## src/rtl/qc_parity_accum.sv

```systemverilog
// qc_parity_accum
//   Quasi-cyclic LDPC parity accumulator. Takes a bit-serial information frame
//   of cfg_ngrp groups of Z bits. For every accepted 1-bit the current
//   generator row is XORed into a Z-bit parity register; the row rotates
//   right by one position after every accepted bit. Each group's generator
//   row is fetched from an external synchronous ROM at cfg_base + group.
//   After the last group the parity register is emitted serially, MSB first.
//
//   Build option: QCPA_SYSTEMATIC_EN
//     defined   - accepted info bits also pass through the output register,
//                 so the output frame is K info bits followed by Z parity
//                 bits. Output back-pressure stalls the input.
//     undefined - the output carries parity only; in_ready ignores out_ready.
//
// Parameters
//   Z        circulant size = parity width = bits per info group
//   NGRP_MAX maximum info groups per frame
//   AW       ROM address width
//   GW       width of cfg_ngrp
//
// Ports
//   clk, rst_n             clock (rising edge), asynchronous active-low reset
//   start                  frame start pulse, honoured only while busy = 0
//   cfg_base, cfg_ngrp     ROM row base and group count, latched on start
//                          (cfg_ngrp of 0 or above NGRP_MAX selects NGRP_MAX)
//   in_valid/in_data       info bit stream, in_ready = block accepts a bit
//   rom_addr / rom_data    generator ROM port, data one cycle after address
//   out_valid/out_data/    registered output stream, out_last marks the
//   out_last/out_ready     final parity bit
//   busy                   high from accepted start until last bit consumed

module qc_parity_accum #(
    parameter int unsigned Z        = 360,
    parameter int unsigned NGRP_MAX = 12,
    parameter int unsigned AW       = 6,
    parameter int unsigned GW       = 4
) (
    input  logic          clk,
    input  logic          rst_n,
    input  logic          start,
    input  logic [AW-1:0] cfg_base,
    input  logic [GW-1:0] cfg_ngrp,
    input  logic          in_valid,
    input  logic          in_data,
    output logic          in_ready,
    output logic [AW-1:0] rom_addr,
    input  logic [Z-1:0]  rom_data,
    output logic          out_valid,
    output logic          out_data,
    output logic          out_last,
    input  logic          out_ready,
    output logic          busy
);

    localparam int unsigned BW  = (Z > 1) ? $clog2(Z) : 1;
    localparam int unsigned GCW = $clog2(NGRP_MAX + 1);
    localparam logic [BW-1:0] B_LAST = BW'(Z - 1);

    typedef enum logic [2:0] {
        IDLE,
        LOAD_A,
        LOAD_D,
        ACCUM,
        PAR
    } state_t;

    state_t          state;
    logic [AW-1:0]   base;
    logic [GCW-1:0]  g;
    logic [GCW-1:0]  g_last;
    logic [BW-1:0]   b;
    logic [Z-1:0]    parity;
    logic [Z-1:0]    gen;

    logic [GCW-1:0]  ngrp_last;
    int unsigned     ngrp_eff;
    logic [BW-1:0]   pidx;
    logic            out_ld;
    logic            accept;

    // Index of the last group for the requested frame length.
    always_comb begin
        ngrp_eff = NGRP_MAX;
        if (cfg_ngrp != '0 && 32'(cfg_ngrp) <= NGRP_MAX)
            ngrp_eff = 32'(cfg_ngrp);
        ngrp_last = GCW'(ngrp_eff - 1);
    end

    assign rom_addr = base + AW'(g);
    assign out_ld   = !out_valid || out_ready;
    assign busy     = (state != IDLE) || out_valid;
    assign pidx     = B_LAST - b;

`ifdef QCPA_SYSTEMATIC_EN
    assign in_ready = (state == ACCUM) && out_ld;
`else
    assign in_ready = (state == ACCUM);
`endif

    assign accept = in_valid && in_ready;

    always_ff @(posedge clk or negedge rst_n) begin
        if (!rst_n) begin
            state     <= IDLE;
            base      <= '0;
            g         <= '0;
            g_last    <= '0;
            b         <= '0;
            parity    <= '0;
            gen       <= '0;
            out_valid <= 1'b0;
            out_data  <= 1'b0;
            out_last  <= 1'b0;
        end else begin
            // Consumed output empties the register unless a new bit loads below.
            if (out_valid && out_ready)
                out_valid <= 1'b0;

            case (state)
                IDLE: begin
                    if (start && !busy) begin
                        base   <= cfg_base;
                        g_last <= ngrp_last;
                        g      <= '0;
                        b      <= '0;
                        parity <= '0;
                        state  <= LOAD_A;
                    end
                end

                LOAD_A: state <= LOAD_D;

                LOAD_D: begin
                    gen   <= rom_data;
                    state <= ACCUM;
                end

                ACCUM: begin
                    if (accept) begin
                        if (in_data)
                            parity <= parity ^ gen;
                        gen <= {gen[0], gen[Z-1:1]};
`ifdef QCPA_SYSTEMATIC_EN
                        out_valid <= 1'b1;
                        out_data  <= in_data;
                        out_last  <= 1'b0;
`endif
                        if (b == B_LAST) begin
                            b     <= '0;
                            g     <= g + 1'b1;
                            state <= (g == g_last) ? PAR : LOAD_A;
                        end else begin
                            b <= b + 1'b1;
                        end
                    end
                end

                PAR: begin
                    // b doubles as the parity bit pointer, MSB first.
                    if (out_ld) begin
                        out_valid <= 1'b1;
                        out_data  <= parity[pidx];
                        out_last  <= (b == B_LAST);
                        if (b == B_LAST) begin
                            b     <= '0;
                            state <= IDLE;
                        end else begin
                            b <= b + 1'b1;
                        end
                    end
                end

                default: state <= IDLE;
            endcase
        end
    end

endmodule

```

## config.mk

```make
export PLATFORM = sky130hd
export DESIGN_NAME = qc_parity_accum
export DESIGN_NICKNAME = d
export VERILOG_FILES = /design/src/rtl/qc_parity_accum.sv
export SDC_FILE = /design/constraint.sdc
export NUM_CORES = 2
export LEC_CHECK = 0
export ABC_AREA = 1
export CAP_MARGIN = 20
export CORE_ASPECT_RATIO = 2
export CORE_UTILIZATION = 64
export CTS_BUF_LIST = sky130_fd_sc_hd__clkbuf_8
export CTS_CLUSTER_SIZE = 20
export DETAILED_ROUTE_END_ITERATION = 8
export PLACE_DENSITY = 0.95
export SYNTH_ARGS = -nofsm -noshare
export SYNTH_HDL_FRONTEND = slang
export SYNTH_SLANG_ARGS = --single-unit
```

## constraint.sdc

```tcl
create_clock -name clk -period 4 [get_ports clk]
set_clock_uncertainty 0.1 [all_clocks]
set_input_delay 1 -clock clk [delete_from_list [all_inputs] [get_ports clk]]
set_output_delay 1 -clock clk [all_outputs]
set_load 0.005 [all_outputs]
```

# Yosys cells after proc, flatten, opt, wreduce, memory -nomap -nowiden
# Index checks and enable logic that the tools add are counted.
# Widths: inputs -> output; s select.
totals:
  input_bits: 376
  rom_bits: 0
  word_cells: 79
  latch_bits: 0
  ramBits: 0
  output_inout_bits: 11
  n_memories: 0
  regBits: 749
op_classes:
  mul: 0
  div_mod_pow: 0
  n_reduce_logical: 21
  bitwise: 1
  shifts: 0
  muxes: 28
  n_eq_ne: 12
  order_cmp: 2
  addsub: 5
ops:
  columns: ["cell", "count"]
  rows:
  - ["$mux 360", 4]
  - ["$pmux 360 s2", 2]
  - ["$xor 360x360->360", 1]
  - ["$mux 9", 4]
  - ["$pmux 9 s3", 1]
  - ["$mux 3", 6]
  - ["$mux 4", 4]
  - ["$pmux 3 s5", 1]
  - ["$reduce_and 4->1", 3]
  - ["$lt 9x10->1 const B", 1]
  - ["$add 9x1->9 const B", 1]
  - ["$bmux 1 s9", 1]
  - ["$eq 9x9->1 const B", 1]
  - ["$sub 9x9->9 const A", 1]
  - ["$ne 2x2->1 const B", 4]
  - ["$pmux 4 s2", 1]
  - ["$add 6x4->6", 1]
  - ["$eq 3x2->1 const B", 2]
  - ["$reduce_and 2->1", 3]
  - ["$reduce_bool 3->1", 2]
  - ["$reduce_and 5->1", 1]
  - ["$add 4x1->4 const B", 1]
  - ["$eq 4x4->1", 1]
  - ["$le 4x4->1 const B", 1]
  - ["11 further kinds", 21]

# Longest topological paths before layout
depth:
  ltp_word: 6
  ltp_mapped: 17
  mapped_depth_nobuf: 15

# Least setup slack after synthesis
# No wires, ideal clock.
synth_timing:
  path_type: "register to output"
  from: "reg g[2]"
  to: "out rom_addr[5]"
  required_ps: 2900
  t_arrival_ps: 1451
  stages_incl_launch_ff: 8
  n_path_buf: 0
  setup_slack_ps: 1449
  path_cell_list: "dfrtp_1 -> ha_1 -> nand2_1 -> nor2_1 -> a211oi_1 -> nor2_1 -> o21ai_0 -> xnor2_1"
synth_between:
  elab_chain_cells: 1
synth_rtl:
  columns: ["item", "line", "source"]
  rows:
  - ["start: declaration", "69", "logic [GCW-1:0] g;"]
  - ["start signal: assignment", "150", "g <= g + 1'b1;"]
  - ["$add 6x4->6", "89", "assign rom_addr = base + AW'(g);"]
  - ["end: declaration", "46", "output logic [AW-1:0] rom_addr,"]
# No other way between the ends.

# Final worst setup path
# Same ends and word-level chain as after synthesis.

==> summary.md <==
| Metric | Value |
|---|---|
| I/O pins | 387 |
| Gr ovfl total | 0 |
| PD cells | between 800 and 900 nW/um^2 |
| Post-layout util | 0.7665 |
| Async SR Flop Fraction | 1.000 |
| Setup Crit Path Kind | register to output port |
| Vias per cell | between 6 and 7 |
| Yosys cell types | 33 |
| Clock Pin Slew Worst Setup and Hold Paths | around 70 ps |
| Multiplexer share of the synthesized area | 0 |
| GPL Wtd Cong | a little under 0.9 |
| Simple-gate share of the synthesized area | 0.1636 |
| Crit path max-delay family | buffers and inverters |
| Tcrit/Tclk final | 0.9790 |
| Iter 0 DRT Violations | approximately 4000 |
| F_max | ~260 MHz |
| Die extent in x | 171.1 um |
| Comb power frac | 0.444 |
| Mapped Area | about 37000 um^2 |
| GR Util All Layers | 0.3977 |
| Fill count | around 3800 |
| CP bufs+invs | 1 |
| Avg Inst Size Synth | about 8 um^2 |
| CTS tree | done |
| Leak pwr | just under 0.02 uW |
| Pint | between 15000 and 20000 uW |
| Die height | approximately 340 um |
| Sequential area share after synthesis | 0.5120 |
| Synth Instances | around 4600 |
| Crit path required time | about 2900 ps |
| R2R Setup Slk | 820 ps |
| DRC | 0 |
| Core area | ~56000 um^2 |
| Die Area | 58210 um^2 |
| Final setup viols | 0 |
| Most frequent cells in the layout | dfrtp_1, o21ai_0, nor2_1, nand2_1, inv_1 |
| Pre-CTS setup slack | 720.1 ps |
| CTS root buffer | clkbuf_8 |
| Xor and xnor fraction of the mapped netlist area | 0.003110 |
| EDFF count, synth | 0 |
| WL/cell | about 20 um |
| Final count of pins violating max slew | 0 |
| Post-Layout Cell Count | about 5700 |
| Flops & latches, synth | between 700 and 800 |
| Layout cell share with drive strength beyond 1 | 0.04962 |
| Initial core utilization | 0.6499 |
| Worst slew margin | 0.2954 |
| Reg-to-Reg Start | b[0] |
| Compound-Gate Fraction of Synth Area | 0.2321 |
| Worst slew pin tran | around 1100 ps |
| DP HPWL | a little under 70 mm |
| Syn. warnings | 0 |
| Commonest non-fill, non-tap cell in the layout | dfrtp_1 |
| Register area | 18750 um^2 |
| CTS Hold Bufs | 0 |
| Via count | 35970 |
| Number of buffers created by CTS | 101 |
| Top_reg_cell synth | dfrtp_1 |
| Critical path fanouts, max | 4 |
| Tmin final | 3916 ps |
| P_sw | between 15000 and 20000 uW |
| Buffer count from post-CTS setup fixing | 0 |
| Adder-cell share of the synthesized area | 0.003623 |
| Layout Nets | roughly 5200 |
| Post-route ant nets | 0 |
| Worst setup margin | 84.11 ps |
| Worst VDD drop | roughly 0.84 mV |
| CP cell instances | ha_1 -> nand2_1 -> nor2_1 -> a211oi_2 -> nor2_1 -> o21ai_0 -> xnor2_1 -> clkdlybuf4s50_1 |
| CTS H-tree depth | 3 |
| CTS max path bufs | 3 |
| Placed cell count | 5484 |
| Port buffer count | roughly 390 |
| Largest net degree at the start of global routing | around 210 |
| Vias in the first global route | 36300 |
| Post_cts resized | 0 |
| Critical path launch point type | register |
| Worst-skew pair later-pin latency | 730 ps |
| Switch share | 0.4509 |
| Crit-path most repeated cell | nor2_1 |
| CP Launch Point | g[2] |
| Min Hold Slack | 215.8 ps |
| Area grow syn2layout | 17.95% |
| Slowest CP cell | clkdlybuf4s50_1 |
| Antenna violations before repair | 10 |
| Final wirelength | about 110 mm |
| Fin. Hold Viols | 0 |
| First-pass GRT wire length | around 180 mm |
| Sequential power share | 0.374 |
| Multi-input logic area | approximately 15000 um^2 |
| Clock Sinks | between 700 and 800 |
| CP arrival | 2820 ps |
| Clock power share | 0.183 |
| Worst setup EP type | output port |
| CP peak stage delay | between 500 and 600 ps |
| Syn_nets | ~5000 |
| Largest family of logic cells by synthesized area | compound AO/OA/AOI/OAI gates |
| Outcome | completed |
| Row cnt | 123 |
| Type of the tightest min-delay check | input port to asynchronous set/reset pin |
| Total of max-cap violations | 0 |
| Drt first pass iters | 8 |
==> area by class of cell <==
class                      instances  share of cell area
sequential                       749              0.4344
tap                              750             0.02174
multi-input combinational       3059              0.3421
antenna                            5           0.0002898
inverter                         484             0.04254
clock inverter                    43            0.007187
timing repair buffer             442              0.1072
clock buffer                     140             0.04463
==> cells in the mapped netlist, drive strengths merged (2+ instances only) <==
library cell    n  area, um^2
o21a           49       367.9
o21ai         722        3613
nand2         518        1944
nand3         272        1379
xor2            5       43.79
clkbuf        227       852.1
xnor2           8       70.07
o211ai         10       75.07
o31ai           3       22.52
nor3b           2       15.01
inv           483        1813
ha              9       112.6
nand4           5       31.28
o22ai         360        2252
dfrtp         749       18740
nor3            5       25.02
a31oi         114       713.2
buf            99       461.7
nor2          686        2582
a21oi         285        1426
==> worst paths after layout <==
check / endpoint / depth (start not counted)
setup reg to reg: out_data / 14
setup / recovery: rom_addr[5] / 8
max in group asynchronous: gen[37] / 2
hold / removal: gen[239] / 1
min in group clk: parity[60] / 1
hold reg to reg: parity[60] / 1
==> sequential cells by signal, summed over array words and instances (netlist names), 3 cells and up <==
register  cells
b             9
base          6
g             4
g_last        4
gen         360
parity      360
state         3
==> layer usage <==
layer,track usage,vias up,share of wire,routed length [um]
met5,0,-,0.00057,65
met4,0.2874,10,0.073,8360
met3,0.09360,570,0.10,11410
met2,0.6386,2286,0.48,54580
met1,0.4644,17090,0.35,39560
li1,-,16010,-,-
==> stage by stage <==
| stage | setup TNS [ps] | power, uW | instance area (um^2) |
|---|---|---|---|
| detailed placement | 0 | 28040 | 40920 |
| floorplan | 0 | 22970 | 36610 |
| global route | -30.22 | 37200 | 43170 |
| CTS | 0 | 34590 | 43160 |
| finish | 0 | 35040 | 43170 |
| global placement | 0 | 27220 | 40920 |
==> cell families (layout without fill, tap and decap cells) <==
logic type,Yosys count,in the layout
AOI/OAI and AO/OA,1546,1546
DFF,749,749
adders and majority gates,10,10
buffers and inverters,810,1109
xor gates and xnor gates,13,13
other,0,5
and+or+nand+nor,1490,1490
==> power groups by stage <==
| stage | Clock, uW | Combinational, uW | Sequential, uW |
|---|---|---|---|
| after floorplan | 0 | 10800 | 12200 |
| after global routing | 6720 | 17100 | 13400 |
| after detailed placement | 0 | 15000 | 13000 |
| after global placement | 0 | 14400 | 12800 |
| after CTS | 6420 | 15200 | 13000 |
| final | 6400 | 15500 | 13100 |
Power figures use the tool's default switching activity.
